[config.mk]
export PLATFORM = sky130hd
export DESIGN_NAME = prefix_divider
export DESIGN_NICKNAME = d
export VERILOG_FILES = /design/src/rtl/prefix_divider_pkg.sv /design/src/rtl/prefix_divider_sub.sv /design/src/rtl/prefix_divider.sv
export SDC_FILE = /design/constraint.sdc
export NUM_CORES = 1
export LEC_CHECK = 0
export ABC_AREA = 1
export BUFFER_PORTS_ARGS = -buffer_cell sky130_fd_sc_hd__buf_2
export CAP_MARGIN = 30
export CORE_ASPECT_RATIO = 1.25
export CORE_MARGIN = 2
export CORE_UTILIZATION = 50
export CTS_BUF_LIST = sky130_fd_sc_hd__clkbuf_2
export DETAILED_ROUTE_END_ITERATION = 7
export PLACE_DENSITY = 0.69
export SETUP_SLACK_MARGIN = 0.4
export SKIP_LAST_GASP = 1
export SLEW_MARGIN = 25
export SYNTH_ARGS = -nofsm -noshare
export SYNTH_HDL_FRONTEND = slang
export SYNTH_SLANG_ARGS = --single-unit
[constraint.sdc]
create_clock -name clk -period 6.1 [get_ports clk]
set_input_delay 0.61 -clock clk [delete_from_list [all_inputs] [get_ports clk]]
set_output_delay 0.61 -clock clk [all_outputs]
set_load 0.05 [all_outputs]
[src/rtl/prefix_divider_pkg.sv]
// div_pkg: shared state encoding and sizing for the prefix divider
package div_pkg;
  localparam int WIDTH_DEF = 32;
  localparam int CNT_W = $clog2(WIDTH_DEF);
  typedef enum logic [2:0] {IDLE, SPECIAL, CALC, FIXUP, DONE} div_state_e;
endpackage

[src/rtl/prefix_divider_sub.sv]
// prefix_sub: combinational a - b as a + ~b + 1 through a Kogge-Stone carry tree
module prefix_sub #(
  parameter int N = 33
) (
  input  logic [N-1:0] a,
  input  logic [N-1:0] b,
  output logic [N-1:0] diff,
  output logic         borrow
);
  localparam int L = $clog2(N);
  logic [N-1:0] g, p, c;
  logic [N-1:0] gl [0:L];
  logic [N-1:0] pl [0:L-1];
  assign g = a & ~b;
  assign p = a ^ ~b;
  // the +1 carry-in is folded into bit 0 as a generate
  assign gl[0] = {g[N-1:1], g[0] | p[0]};
  assign pl[0] = p;
  genvar k, i;
  for (k = 0; k < L; k++) begin : g_lvl
    localparam int D = 1 << k;
    for (i = 0; i < N; i++) begin : g_bit
      if (i >= D) begin : g_op
        assign gl[k+1][i] = gl[k][i] | (pl[k][i] & gl[k][i-D]);
        if (k + 1 < L) begin : g_p
          assign pl[k+1][i] = pl[k][i] & pl[k][i-D];
        end
      end else begin : g_cp
        assign gl[k+1][i] = gl[k][i];
        if (k + 1 < L) begin : g_p
          assign pl[k+1][i] = pl[k][i];
        end
      end
    end
  end
  assign c = {gl[L][N-2:0], 1'b1};
  assign diff = p ^ c;
  assign borrow = ~gl[L][N-1];
endmodule

[src/rtl/prefix_divider.sv]
// prefix_divider: radix-2 restoring signed/unsigned divider, one quotient bit per clock
module prefix_divider
  import div_pkg::*;
#(
  parameter int WIDTH = WIDTH_DEF
) (
  input  logic             clk,
  input  logic             rst,
  input  logic             i_start,
  input  logic             i_signed,
  input  logic [WIDTH-1:0] i_dividend,
  input  logic [WIDTH-1:0] i_divisor,
  output logic             o_ready,
  output logic             o_valid,
  input  logic             i_ack,
  output logic [WIDTH-1:0] o_quot,
  output logic [WIDTH-1:0] o_rem,
  output logic             o_dz
);
  localparam int CW = $clog2(WIDTH);
  localparam logic [WIDTH-1:0] ONE = WIDTH'(1);
  localparam logic [WIDTH-1:0] MIN = {1'b1, {(WIDTH-1){1'b0}}};
  div_state_e state, nxt;
  logic [CW-1:0] cnt;
  logic [WIDTH:0] r, r_sh, diff;
  logic [WIDTH-1:0] q, dvs, a_abs, b_abs;
  logic sn_a, sn_b, a_neg, b_neg, borrow, special;
  assign a_neg = i_signed & i_dividend[WIDTH-1];
  assign b_neg = i_signed & i_divisor[WIDTH-1];
  assign a_abs = a_neg ? ~i_dividend + ONE : i_dividend;
  assign b_abs = b_neg ? ~i_divisor + ONE : i_divisor;
  assign special = (i_divisor == '0) | (i_signed & (i_dividend == MIN) & (i_divisor == '1));
  assign r_sh = (r << 1) | {{WIDTH{1'b0}}, q[WIDTH-1]};
  prefix_sub #(.N(WIDTH + 1)) u_sub (
    .a(r_sh),
    .b({1'b0, dvs}),
    .diff(diff),
    .borrow(borrow)
  );
  // state register
  always_ff @(posedge clk) begin
    if (rst) state <= IDLE;
    else state <= nxt;
  end
  // next-state logic
  always_comb begin
    nxt = state;
    case (state)
      IDLE:    nxt = i_start ? (special ? SPECIAL : CALC) : IDLE;
      SPECIAL: nxt = DONE;
      CALC:    nxt = (cnt == '0) ? FIXUP : CALC;
      FIXUP:   nxt = DONE;
      DONE:    nxt = i_ack ? IDLE : DONE;
      default: nxt = IDLE;
    endcase
  end
  // handshake outputs decoded from state
  always_comb begin
    o_ready = state == IDLE;
    o_valid = state == DONE;
  end
  // operand capture, shift-subtract iterations and result formation
  always_ff @(posedge clk) begin
    if (rst) begin
      cnt <= '0;
      r <= '0;
      q <= '0;
      dvs <= '0;
      sn_a <= 1'b0;
      sn_b <= 1'b0;
      o_quot <= '0;
      o_rem <= '0;
      o_dz <= 1'b0;
    end else begin
      case (state)
        IDLE: if (i_start) begin
          q <= a_abs;
          dvs <= b_abs;
          r <= '0;
          sn_a <= a_neg;
          sn_b <= b_neg;
          cnt <= CW'(WIDTH - 1);
        end
        SPECIAL: begin
          o_dz <= dvs == '0;
          o_quot <= (dvs == '0) ? '1 : MIN;
          o_rem <= (dvs == '0) ? (sn_a ? ~q + ONE : q) : '0;
        end
        CALC: begin
          r <= borrow ? r_sh : diff;
          q <= {q[WIDTH-2:0], ~borrow};
          cnt <= cnt - CW'(1);
        end
        FIXUP: begin
          o_dz <= 1'b0;
          o_quot <= (sn_a ^ sn_b) ? ~q + ONE : q;
          o_rem <= sn_a ? ~r[WIDTH-1:0] + ONE : r[WIDTH-1:0];
        end
        default: ;
      endcase
    end
  end
endmodule

==> results by group, run 1 <==
Status
  – Status: complete, no violations

Setup path
  – CP max stage cell: nor4_1
  – Critical path buffer and inverter count: 0
  – CP Launch Type: flip-flop
  – R2r endpoint: o_rem[13]$_SDFFE_PP0N_
  – Flop2flop setup slack: approximately 2.8 ns
  – Path depth of the worst reg2reg path: 7
  – CP delay by family, top: simple AND/OR/NAND/NOR gates
  – Arr. time, crit path: approximately 4.1 ns
  – Crit-path max FO: 29
  – Cell Chain, Critical Path: nor4_1 > nand3_2 > nor2_4 > nand2_2 > nor2_1 > a21oi_1 > nor2_1
  – Setup CP Type: reg -> reg
  – Max stage delay on crit path: roughly 0.68 ns
  – Worst endpoint required time: just under 7 ns
  – Crit end category: flip-flop
  – CP most frequent cell: nor2_1
  – FF-to-FF Start: dvs[3]$_SDFFE_PP0P_

GRT
  – Largest net degree at the start of global routing: 79
  – First-pass GRT wire length: approximately 81 mm
  – GRT overflow: 0
  – Vias in the first global route: ~15000
  – Total GRT Usage: 35.3%
  – Initial antenna violation count: 1

Hold path
  – Min-delay src: i_ack
  – Hold EP: state[2]$_SDFF_PP0_
  – Hold WC Path Type: in -> reg
  – Worst Hold Path Cells: 4

Route
  – Routed Wire Length: slightly above 50 mm
  – Starting DRC count in detailed routing: approximately 1500
  – Residual DRC count: 0
  – Total number of vias: 15900
  – Avg Vias per Cell: roughly 5.6
  – Final ANT Viol Nets: 0
  – WL/cell: between 15 and 20 um
  – Drt first pass iters: 6

Die
  – Initial core utilization: between 50% and 60%
  – Num rows: ~70
  – Die height: 191 um
  – Core ar.: between 20000 and 30000 um^2
  – Ports: around 140
  – Die width: about 150 um
  – Die area: ~29000 um^2

Power
  – Max IR drop VDD: between 0.2 and 0.3 mV
  – Part of the power in registers: between 20% and 30%
  – Logic pwr share: between 60% and 70%
  – PwrDens: 422 nW/um^2
  – Leak: about 7.5 nW
  – Switching Power: 3.56 mW
  – Internal: between 2 and 3 mW
  – Clock power share: a little under an eighth
  – Sw Ratio: 55.7%

Final layout
  – Fill count: a little under 3000
  – Area delta synth->final: 7.70%
  – Layout cells sized above 1: 10.2%
  – Final Core Density: around 55%
  – Net count, final: ~2600
  – Design area: ~15000 um^2
  – Finished Layout Cells: 2814

STA
  – Max_slew headroom: 41.5%
  – Final Hold Viols: 0
  – Fin crit period: ~3.3 ns
  – Final Slew Violations: 0
  – RSZ-0062 raised after global routing: false
  – Final Setup Violations: 0
  – Slew @ Worst Pin: approximately 0.87 ns
  – Hold_ws: 0.0413 ns
  – Setup TNS: 0 ns
  – Period utilization: 53.9%
  – Worst clock skew: about 0.048 ns
  – Max Fclk: approximately 300 MHz

Synthesis
  – Post-synth EDFFs: 0
  – Post-synth top flop: dfxtp_1
  – Synth async-reset ratio: 0%
  – Distinct cells, synth: 55
  – Synth Register Bits: roughly 170
  – Sequential area share after synthesis: 24.4%
  – Post-Syn Area per Cell: between 5 and 6 um^2
  – Post-synthesis cell count: ~2400
  – Syn_nets: 2485
  – Post-Syn Area: about 14000 um^2
  – Ys Warns: 0

CTS
  – Post-cts resize count: 0
  – Root buf cell: clkbuf_2
  – Clock transition at path regs: roughly 0.28 ns
  – Clock Latency Late Sink: slightly above 0.8 ns
  – Clock tree buffer depth: 2
  – H-tree level count: 4
  – Total CTS buffers: 17
  – TritonCTS Sinks: 171
  – CTS tree: yes

Job
  – Max cap viols: 0

Placement
  – Buffers on Ports: ~140
  – Dpl hpwl: 40.7 mm
  – Inst Count DP: ~2800
  – Dpl cell area: about 15000 um^2
  – GP Congestion: 1.02
## cells in the mapped netlist (4+ instances only)
master / number / area share (%)
nand2_1: 662 / 18
inv_1: 342 / 9.1
nand3_1: 233 / 8.3
nor2_1: 224 / 6.0
dfxtp_1: 171 / 24
a21oi_1: 148 / 5.3
o21ai_0: 114 / 4.1
clkbuf_1: 51 / 1.4
nand4_1: 49 / 2.2
ha_1: 38 / 3.4
a31oi_1: 37 / 1.6
o211ai_1: 37 / 2.0
nor3_1: 36 / 1.3
xor2_1: 36 / 2.2
buf_2: 26 / 0.93
xnor2_1: 18 / 1.1
nand3b_1: 14 / 0.75
nor2_2: 13 / 0.58
o22ai_1: 12 / 0.53
buf_1: 10 / 0.27
inv_2: 10 / 0.27
nand2_2: 10 / 0.45
a31oi_4: 8 / 1.2
o21ai_1: 7 / 0.25
nor4_1: 6 / 0.27
o221ai_1: 6 / 0.37
nor2_4: 5 / 0.40
or2_2: 5 / 0.22
a21o_1: 4 / 0.21
buf_6: 4 / 0.32
nand3_2: 4 / 0.29
o21bai_1: 4 / 0.21
## logic make-up (layout without fill, tap and decap cells)
group,count (synthesis),count (layout),share of synthesized area [%]
other,0,1,0
DFF,171,171,24.4
AOI/OAI and AO/OA,391,391,16.7
and+or+nand+nor,1274,1274,39.4
buffers and inverters,448,534,12.6
adders and majority gates,39,39,3.53
xor gates and xnor gates,54,54,3.37
## tightest hold or removal path: cells and delay by family
family	cells	cell delay (ns)
buffers and inverters	2	0.10
AOI/OAI and AO/OA	1	0.07
and+or+nand+nor	1	0.08
## metal layers
metal  up-vias  track usage [%]  part of all wire, %  wire, um
met5         -                0                    0         0
met4         0             22.1                  6.9      3600
met3       161             4.31                  5.3      2740
met2       605             63.4                   49     25500
met1      7242             39.8                   39     20100
li1       7877                -                    -         -
## registers in the layout (all words and copies together), names as in the netlist
name / count
o_dz: 1
o_rem: 32
dvs: 32
cnt: 5
sn_a: 1
state: 3
sn_b: 1
r: 32
o_quot: 32
q: 32
## final cells by class
class | instances | area, um^2 | share of cell area [%]
clock buffer | 17 | 85.1 | 0.563
clock inverter | 15 | 205 | 1.36
inverter | 353 | 1330 | 8.76
antenna | 1 | 2.50 | 0.0165
tap | 350 | 438 | 2.90
sequential | 171 | 3420 | 22.6
multi-input combinational | 1758 | 8860 | 58.6
timing repair buffer | 149 | 786 | 5.20
## worst max path at each step
stage	from	endpoint	slack (ns)	cells past startpoint
2_1_floorplan	state[1]$_SDFF_PP0_	q[17]$_SDFFE_PP0P_	3.86	12
3_3_place_gp	dvs[3]$_SDFFE_PP0P_	o_rem[11]$_SDFFE_PP0N_	2.83	7
3_5_place_dp	dvs[0]$_SDFFE_PP0P_	o_rem[11]$_SDFFE_PP0N_	2.85	7
4_1_cts	dvs[0]$_SDFFE_PP0P_	o_rem[13]$_SDFFE_PP0N_	2.78	7
5_1_grt	dvs[8]$_SDFFE_PP0P_	r[26]$_SDFFE_PP0P_	2.56	15
6_report	dvs[3]$_SDFFE_PP0P_	o_rem[13]$_SDFFE_PP0N_	2.81	7
## cell usage in the layout, fill, tap and decap left out, types with 3 or more instances in the layout
cell and count:
nand2_1 662, inv_1 342, nand3_1 233, nor2_1 224
dfxtp_1 170, a21oi_1 148, buf_2 134, o21ai_0 114
nand4_1 49, ha_1 38, a31oi_1 37, o211ai_1 37
nor3_1 36, xor2_1 36, xnor2_1 18, clkbuf_2 17
nand3b_1 14, buf_4 14, o22ai_1 12, nor2_2 11
inv_2 10, nand2_2 10, a31oi_4 8, nor2_4 7
o21ai_1 7, nor4_1 6, o221ai_1 6, or2_2 5
inv_6 5, nand3_2 4, a21o_1 4, o21bai_1 4
nor4_2 3, bufinv_16 3, inv_8 3
## per-stage QoR
stage	power [mW]	setup slack (ns)
2_1_floorplan	4.49	3.86
3_3_place_gp	5.59	2.83
3_5_place_dp	5.59	2.85
4_1_cts	6.32	2.78
5_1_grt	6.95	2.56
6_report	6.38	2.81
## power groups by stage
stage | combinational (mW) | sequential, mW | clock (mW)
after global routing | 4.71 | 1.47 | 0.770
after detailed placement | 4.13 | 1.47 | 0
after global placement | 4.12 | 1.47 | 0
after floorplan | 3.10 | 1.39 | 0
final | 4.21 | 1.46 | 0.719
after CTS | 4.15 | 1.44 | 0.729
## timing repair
item                      CTS  global route
buffers inserted            0             0
hold buffers                1             0
hold endpoints to repair    1             0
No activity file was read; power rests on OpenSTA's default activity.
==> run 2: changes to the inputs <==
- ABC_AREA: 1 -> 0
- PLACE_DENSITY: 0.69 -> 0.73
- clock period: 6.1 -> 2.7 ns (I/O delays scaled with it)
==> results by group, run 2 <==
GRT
  – Vias in the first global route: 12700 (-15%)
  – First-pass GRT wire length: 64.8 mm (-20%)
  – Largest net degree at the start of global routing: 99 (+25%)
  – Initial antenna violation count: 1 (unchanged)
  – Total GRT Usage: 33.0% (-2.4 points)
  – GRT overflow: 0 (unchanged)

Route
  – Drt first pass iters: 7 (+1)
  – Avg Vias per Cell: 6.30 (+12%)
  – WL/cell: 20.8 um (+13%)
  – Final ANT Viol Nets: 0 (unchanged)
  – Routed Wire Length: 44.6 mm (-14%)
  – Residual DRC count: 0 (unchanged)
  – Starting DRC count in detailed routing: 1559 (+5.0%)
  – Total number of vias: 13500 (-15%)

CTS
  – CTS tree: yes
  – Clock Latency Late Sink: 0.82 ns (about the same)
  – Clock transition at path regs: 0.30 ns (+0.02 ns)
  – H-tree level count: 4 (unchanged)
  – Total CTS buffers: 17 (unchanged)
  – TritonCTS Sinks: 171 (unchanged)
  – Clock tree buffer depth: 2 (unchanged)
  – Root buf cell: clkbuf_2

Setup path
  – Setup CP Type: reg -> reg
  – Path depth of the worst reg2reg path: 10 (+3)
  – Crit-path max FO: 4 (-86%)
  – Crit end category: flip-flop
  – Flop2flop setup slack: 0.002 ns (-2.81 ns)
  – CP Launch Type: flip-flop
  – R2r endpoint: r[26]$_SDFFE_PP0P_
  – FF-to-FF Start: r[6]$_SDFFE_PP0P_
  – Arr. time, crit path: 3.40 ns (-0.65 ns)
  – Worst endpoint required time: 3.40 ns (-3.46 ns)

Synthesis
  – Post-Syn Area per Cell: 7.59 um^2 (+28%)
  – Distinct cells, synth: 68 (+24%)
  – Area leader, netlist: dfxtp_1
  – Post-synth top flop: dfxtp_1
  – Post-Syn Area: 11500 um^2 (-18%)
  – Most area-consuming cells after synthesis: dfxtp_1 30%, xnor2_1 9.9%, nor2_1 5.6%
  – Ys Warns: 0 (unchanged)
  – Syn_nets: 1621 (-35%)
  – Post-synthesis cell count: 1513 (-36%)
  – Synth Register Bits: 171 (unchanged)
  – Synth async-reset ratio: 0% (unchanged)
  – Top cells by count, synth: 171 x dfxtp_1, 171 x nor2_1, 153 x nand2_1
  – Sequential area share after synthesis: 29.8% (+5.5 points)
  – Post-synth EDFFs: 0 (unchanged)
  – Share of the synthesized area in the top cell type: 29.8% (+5.5 points)

Hold path
  – Hold EP: state[0]$_SDFF_PP0_
  – Worst Hold Path Cells: 5 (+1)
  – Min-delay src: i_divisor[31]
  – Hold WC Path Type: in -> reg

Final layout
  – Net count, final: 1945 (-24%)
  – Commonest non-fill, non-tap cell in the layout: nor2_1
  – Area occupied by multi-input gates: 8810 um^2 (-0.49%)
  – Area delta synth->final: 43.5%
  – Most frequent cells in the layout: 157 x nor2_1, 147 x buf_4, 134 x buf_2
  – FF/Latch Area: 3510 um^2 (+2.5%)
  – Design area: 16500 um^2 (+8.9%)
  – Fill count: 1540 (-47%)
  – Layout cells sized above 1: 33.5% (+23 points)

Power
  – Total design power: 7.53 mW (+18%)
  – Max IR drop VDD: 0.357 mV (+32%)
  – Leak: 6.71 nW (-11%)
  – PwrDens: 457 nW/um^2 (+8.3%)

STA
  – RSZ-0062 raised after global routing: true
  – Period utilization: 99.9% (+46 points)
  – Final Slew Violations: 0 (unchanged)
  – Setup TNS: 0 ns (unchanged)
  – Fin crit period: 2.70 ns (-0.589 ns)
  – Slew @ Worst Pin: 0.812 ns (-0.0590 ns)
  – Final Setup Violations: 0 (unchanged)
  – Max_slew headroom: 45.5% (+4.0 points)
  – Final Hold Viols: 0 (unchanged)
  – Max Fclk: 371 MHz (+22%)
  – Final worst setup slack: 0.00188 ns (-2.81 ns)
  – Worst clock skew: 0.0525 ns (+0.00425 ns)

Status
  – Status: complete, no violations

Placement
  – Buffers on Ports: 135 (unchanged)
  – Dpl hpwl: 26.7 mm (-34%)
  – GP Congestion: 1.03 (+0.58%)
  – Setup Slack @ Placement: -0.287 ns (-3.13 ns)
  – Dpl cell area: 13000 um^2 (-12%)

Die
  – Die height: 173 um (-9.4%)
  – Ports: 136 (unchanged)
  – Core ar.: 22700 um^2 (-18%)
  – Die area: 24200 um^2 (-18%)
  – Initial core utilization: 50.5% (-0.29 points)
  – Die width: 140 um (-9.4%)
  – Num rows: 62 (-8.8%)

Job
  – Max cap viols: 0 (unchanged)
==> run 2: cell families after synthesis <==
logic type / count (synthesis) / share of synthesized area (%)
AOI/OAI and AO/OA: 419 / 24.0
xor gates and xnor gates: 177 / 13.5
adders and majority gates: 39 / 4.32
buffers and inverters: 170 / 5.70
DFF: 171 / 29.8
muxes: 13 / 1.13
and+or+nand+nor: 524 / 21.5
==> run 2: repair_timing <==
item / in CTS / in global routing
hold endpoints to repair: 73 / 1
endpoints found under the setup margin: 77 / 93
setup buffers: 49 / 19
resized for setup: 219 / 128
hold buffers: 107 / 1
cloned: 3 / 1
pin swaps: 62 / 88
==> run 2: final cells by class <==
| cell class | instances | area share, % |
|---|---|---|
| Inverter | 59 | 1.36 |
| Antenna cell | 1 | 0.0152 |
| Clock inverter | 13 | 0.927 |
| Multi-Input combinational cell | 1172 | 53.5 |
| Sequential cell | 171 | 21.3 |
| Timing Repair Buffer | 416 | 20.1 |
| Clock buffer | 19 | 0.577 |
| Tap cell | 288 | 2.19 |
==> run 2: metrics by stage <==
stage | utilization (%) | std cells | hold slack [ns]
floorplan | - | 1513 | 0.406
global placement | 57.4 | 1927 | 0.461
detailed placement | 57.4 | 1927 | 0.478
CTS | 68.8 | 2118 | 0.0199
global route | 72.5 | 2139 | 0.0269
finish | 72.5 | 2139 | 0.0647
==> run 2: worst max path at each step <==
stage,startpoint,end,cells after the start
floorplan,q[7]$_SDFFE_PP0P_,o_quot[30]$_SDFFE_PP0N_,10
global placement,q[22]$_SDFFE_PP0P_,o_rem[31]$_SDFFE_PP0N_,8
detailed placement,q[22]$_SDFFE_PP0P_,o_rem[31]$_SDFFE_PP0N_,8
CTS,q[31]$_SDFFE_PP0P_,r[28]$_SDFFE_PP0P_,13
global route,q[31]$_SDFFE_PP0P_,r[24]$_SDFFE_PP0P_,13
finish,r[6]$_SDFFE_PP0P_,r[26]$_SDFFE_PP0P_,10
==> run 2: report_power, final <==
part           internal, mW  total [mW]  switching (mW)
combinational          1.37        3.20            1.83
sequential             2.69        2.84           0.158
clock                 0.461        1.49            1.03
==> run 2: routing by layer <==
| metal | vias to the layer above | global-route usage (%) | share of wire (%) |
|---|---|---|---|
| met1 | 6336 | 37.2 | 36 |
| met2 | 844 | 57.8 | 49 |
| met4 | 0 | 20.6 | 7.6 |
| li1 | 6048 | - | - |
| met5 | - | 0 | 0 |
| met3 | 257 | 5.28 | 7.5 |
==> run 2: critical path: stages, from the launching register on <==
cell,delay (ns)
dfxtp_2,0.42
ha_4,0.26
a21oi_2,0.24
a2bb2oi_2,0.26
a2bb2oi_2,0.21
o31ai_4,0.11
a311o_1,0.45
a31oi_2,0.25
buf_4,0.15
xor2_1,0.13
o21ai_1,0.09
==> run 3: changes to the inputs <==
- CELL_PAD_IN_SITES_DETAIL_PLACEMENT: unset -> 1
- CELL_PAD_IN_SITES_GLOBAL_PLACEMENT: unset -> 1
- CORE_UTILIZATION: 50 -> 41
- PLACE_DENSITY: 0.73 -> unset
- PLACE_DENSITY_LB_ADDON: unset -> 0.1
==> results by group, run 3 (same netlist as run 2, synthesis figures left out) <==
Setup path
  – CP delay by family, top: compound AO/OA/AOI/OAI gates
  – Max stage delay on crit path: 0.48 ns (+0.03 ns)
  – Flop2flop setup slack: -0.03 ns (-0.03 ns)
  – Arr. time, crit path: 3.49 ns (+0.09 ns)
  – Setup CP Type: reg -> reg
  – Crit-path max FO: 5 (+1)
  – Cell Chain, Critical Path: ha_4 > a21oi_4 > nand2_1 > o21a_2 > o21a_1 > a211oi_4 > o31ai_4 > buf_6 > buf_6 > buf_8 > nor2_4 > a21oi_2 > a22o_1
  – Crit end category: flip-flop
  – Worst endpoint required time: 3.46 ns (+0.06 ns)
  – CP max stage cell: dfxtp_1
  – CP most frequent cell: buf_6
  – Critical path buffer and inverter count: 3 (+2)
  – FF-to-FF Start: r[5]$_SDFFE_PP0P_
  – Beginning of the critical path: r[5]$_SDFFE_PP0P_
  – CP Launch Type: flip-flop

GRT
  – M1 GR Usage: 34.5% (-2.6 points)
  – Vias in the first global route: 13400 (+5.8%)
  – Initial antenna violation count: 1 (unchanged)
  – Global route hottest layer: met2
  – Total GRT Usage: 31.6% (-1.3 points)
  – Largest net degree at the start of global routing: 65 (-34%)
  – Met3 Usage GRT: 3.22% (-2.1 points)
  – First-pass GRT wire length: 73.5 mm (+13%)
  – GRT overflow: 0 (unchanged)
  – Met2 Use GR: 59.6% (+1.9 points)

CTS
  – H-tree level count: 4 (unchanged)
  – Clock Latency Late Sink: 0.88 ns (+0.06 ns)
  – Root buf cell: clkbuf_2
  – CTS tree: yes
  – Total CTS buffers: 17 (unchanged)
  – TritonCTS Sinks: 171 (unchanged)
  – Clock transition at path regs: 0.23 ns (-0.07 ns)
  – Clock tree buffer depth: 2 (unchanged)

STA
  – Max Fclk: 367 MHz (-1.1%)
  – Final Hold Viols: 0 (unchanged)
  – Final Setup Violations: 2 (+2)
  – Period utilization: 101% (+1.1 points)
  – Final Slew Violations: 0 (unchanged)
  – Worst clock skew: 0.0595 ns (+0.00707 ns)
  – Hold_ws: 0.105 ns (+0.0400 ns)
  – RSZ-0062 raised after global routing: true
  – Final worst setup slack: -0.0275 ns (-0.0294 ns)
  – Setup TNS: -0.0279 ns (-0.0279 ns)
  – Max_slew headroom: 44.3% (-1.2 points)
  – Slew @ Worst Pin: 0.836 ns (+0.0238 ns)
  – Fin crit period: 2.73 ns (+0.0294 ns)

Route
  – Final ANT Viol Nets: 0 (unchanged)
  – Avg Vias per Cell: 5.96 (-5.5%)
  – Total number of vias: 13200 (-1.9%)
  – Starting DRC count in detailed routing: 775 (-50%)
  – WL/cell: 23.3 um (+12%)
  – Drt first pass iters: 6 (-1)
  – Residual DRC count: 0 (unchanged)
  – Routed Wire Length: 51.7 mm (+16%)

Final layout
  – FF/Latch Area: 3500 um^2 (-0.14%)
  – Most frequent cells in the layout: 171 x buf_4, 147 x nor2_1, 134 x buf_2
  – Commonest non-fill, non-tap cell in the layout: buf_4
  – Final Core Density: 61.7% (-11 points)
  – Area delta synth->final: 48.2%
  – Area occupied by multi-input gates: 9190 um^2 (+4.3%)
  – Layout cells sized above 1: 37.2% (+3.7 points)
  – Fill count: 3248 (+110%)
  – Net count, final: 1965 (+1.0%)

Die
  – Die area: 29400 um^2 (+21%)
  – Initial core utilization: 41.6% (-8.9 points)
  – Die width: 154 um (+10%)
  – Core ar.: 27600 um^2 (+21%)
  – Num rows: 68 (+9.7%)
  – Die height: 191 um (+10%)
  – Ports: 136 (unchanged)

Status
  – Failing checks: setup timing
  – Status: finished with violations

Job
  – Max cap viols: 0 (unchanged)

Placement
  – GP Congestion: 0.884 (-14%)
  – Dpl hpwl: 32.4 mm (+22%)
  – Buffers on Ports: 135 (unchanged)

Power
  – Max IR drop VDD: 0.241 mV (-33%)
  – Total design power: 7.60 mW (+0.91%)
  – Leak: 6.95 nW (+3.5%)
  – PwrDens: 446 nW/um^2 (-2.3%)

Hold path
  – Min-delay src: i_dividend[3]
  – Hold WC Path Type: in -> reg
run 3: cell types whose count changed in the layout (fill, tap and decap cells not counted), sizes merged:
cell | previous run | this run
buf | 309 | 339
clkinvlp | 0 | 3
bufinv | 2 | 1
clkinv | 4 | 6
inv | 66 | 63
dlygate4sd3 | 106 | 95
run 3: final timing paths:
path / endpoint / cells past startpoint
worst min register to register: o_quot[18]$_SDFFE_PP0N_ / 2
worst max register to register: r[21]$_SDFFE_PP0P_ / 13
worst min-delay path: q[4]$_SDFFE_PP0P_ / 5
worst max-delay path: r[21]$_SDFFE_PP0P_ / 13
run 3: layer usage:
metal,up-vias,share of wire [%]
met5,-,0
met4,0,6.4
met3,151,3.8
met2,428,52
met1,6575,38
li1,6075,-
run 3: through the flow:
stage | cell area [um^2] | worst slack [ns] | cells
5_1_grt | 17000 | -0.0966 | 2221
3_3_place_gp | 13300 | -0.293 | 2012
2_1_floorplan | 11600 | 0.140 | 1513
4_1_cts | 15800 | 0.0890 | 2178
6_report | 17000 | -0.0275 | 2221
3_5_place_dp | 13300 | -0.222 | 2013
run 3: timing repair:
| action | 4_1_cts | 5_1_grt |
|---|---|---|
| gates resized for setup | 242 | 182 |
| setup endpoints to repair | 83 | 118 |
| buffers inserted | 35 | 40 |
| gates cloned | 3 | 2 |
| hold buffers | 95 | 0 |
| pin swaps | 79 | 85 |
| endpoints found under the hold margin | 74 | 0 |
run 3: power by group:
part	switching, mW	internal (mW)
combinational	1.96	1.44
sequential	0.169	2.69
clock	1.01	0.337
total	3.13	4.46
run 3: layout make-up:
type	instances	share of cell area, %
flip-flops and latches	171	20.6
inverters	59	1.35
clock inverters	14	0.699
multi-input cells	1172	54.0
clock buffers	18	0.529
well taps	350	2.57
diodes	1	0.0147
repair buffers	436	20.2
run 3: worst reg2reg max path, stage by stage, from the launching register on:
cell,delay (ns)
dfxtp_1,0.48
ha_4,0.26
a21oi_4,0.17
nand2_1,0.10
o21a_2,0.26
o21a_1,0.24
a211oi_4,0.31
o31ai_4,0.08
buf_6,0.16
buf_6,0.13
buf_8,0.13
nor2_4,0.11
a21oi_2,0.04
a22o_1,0.18
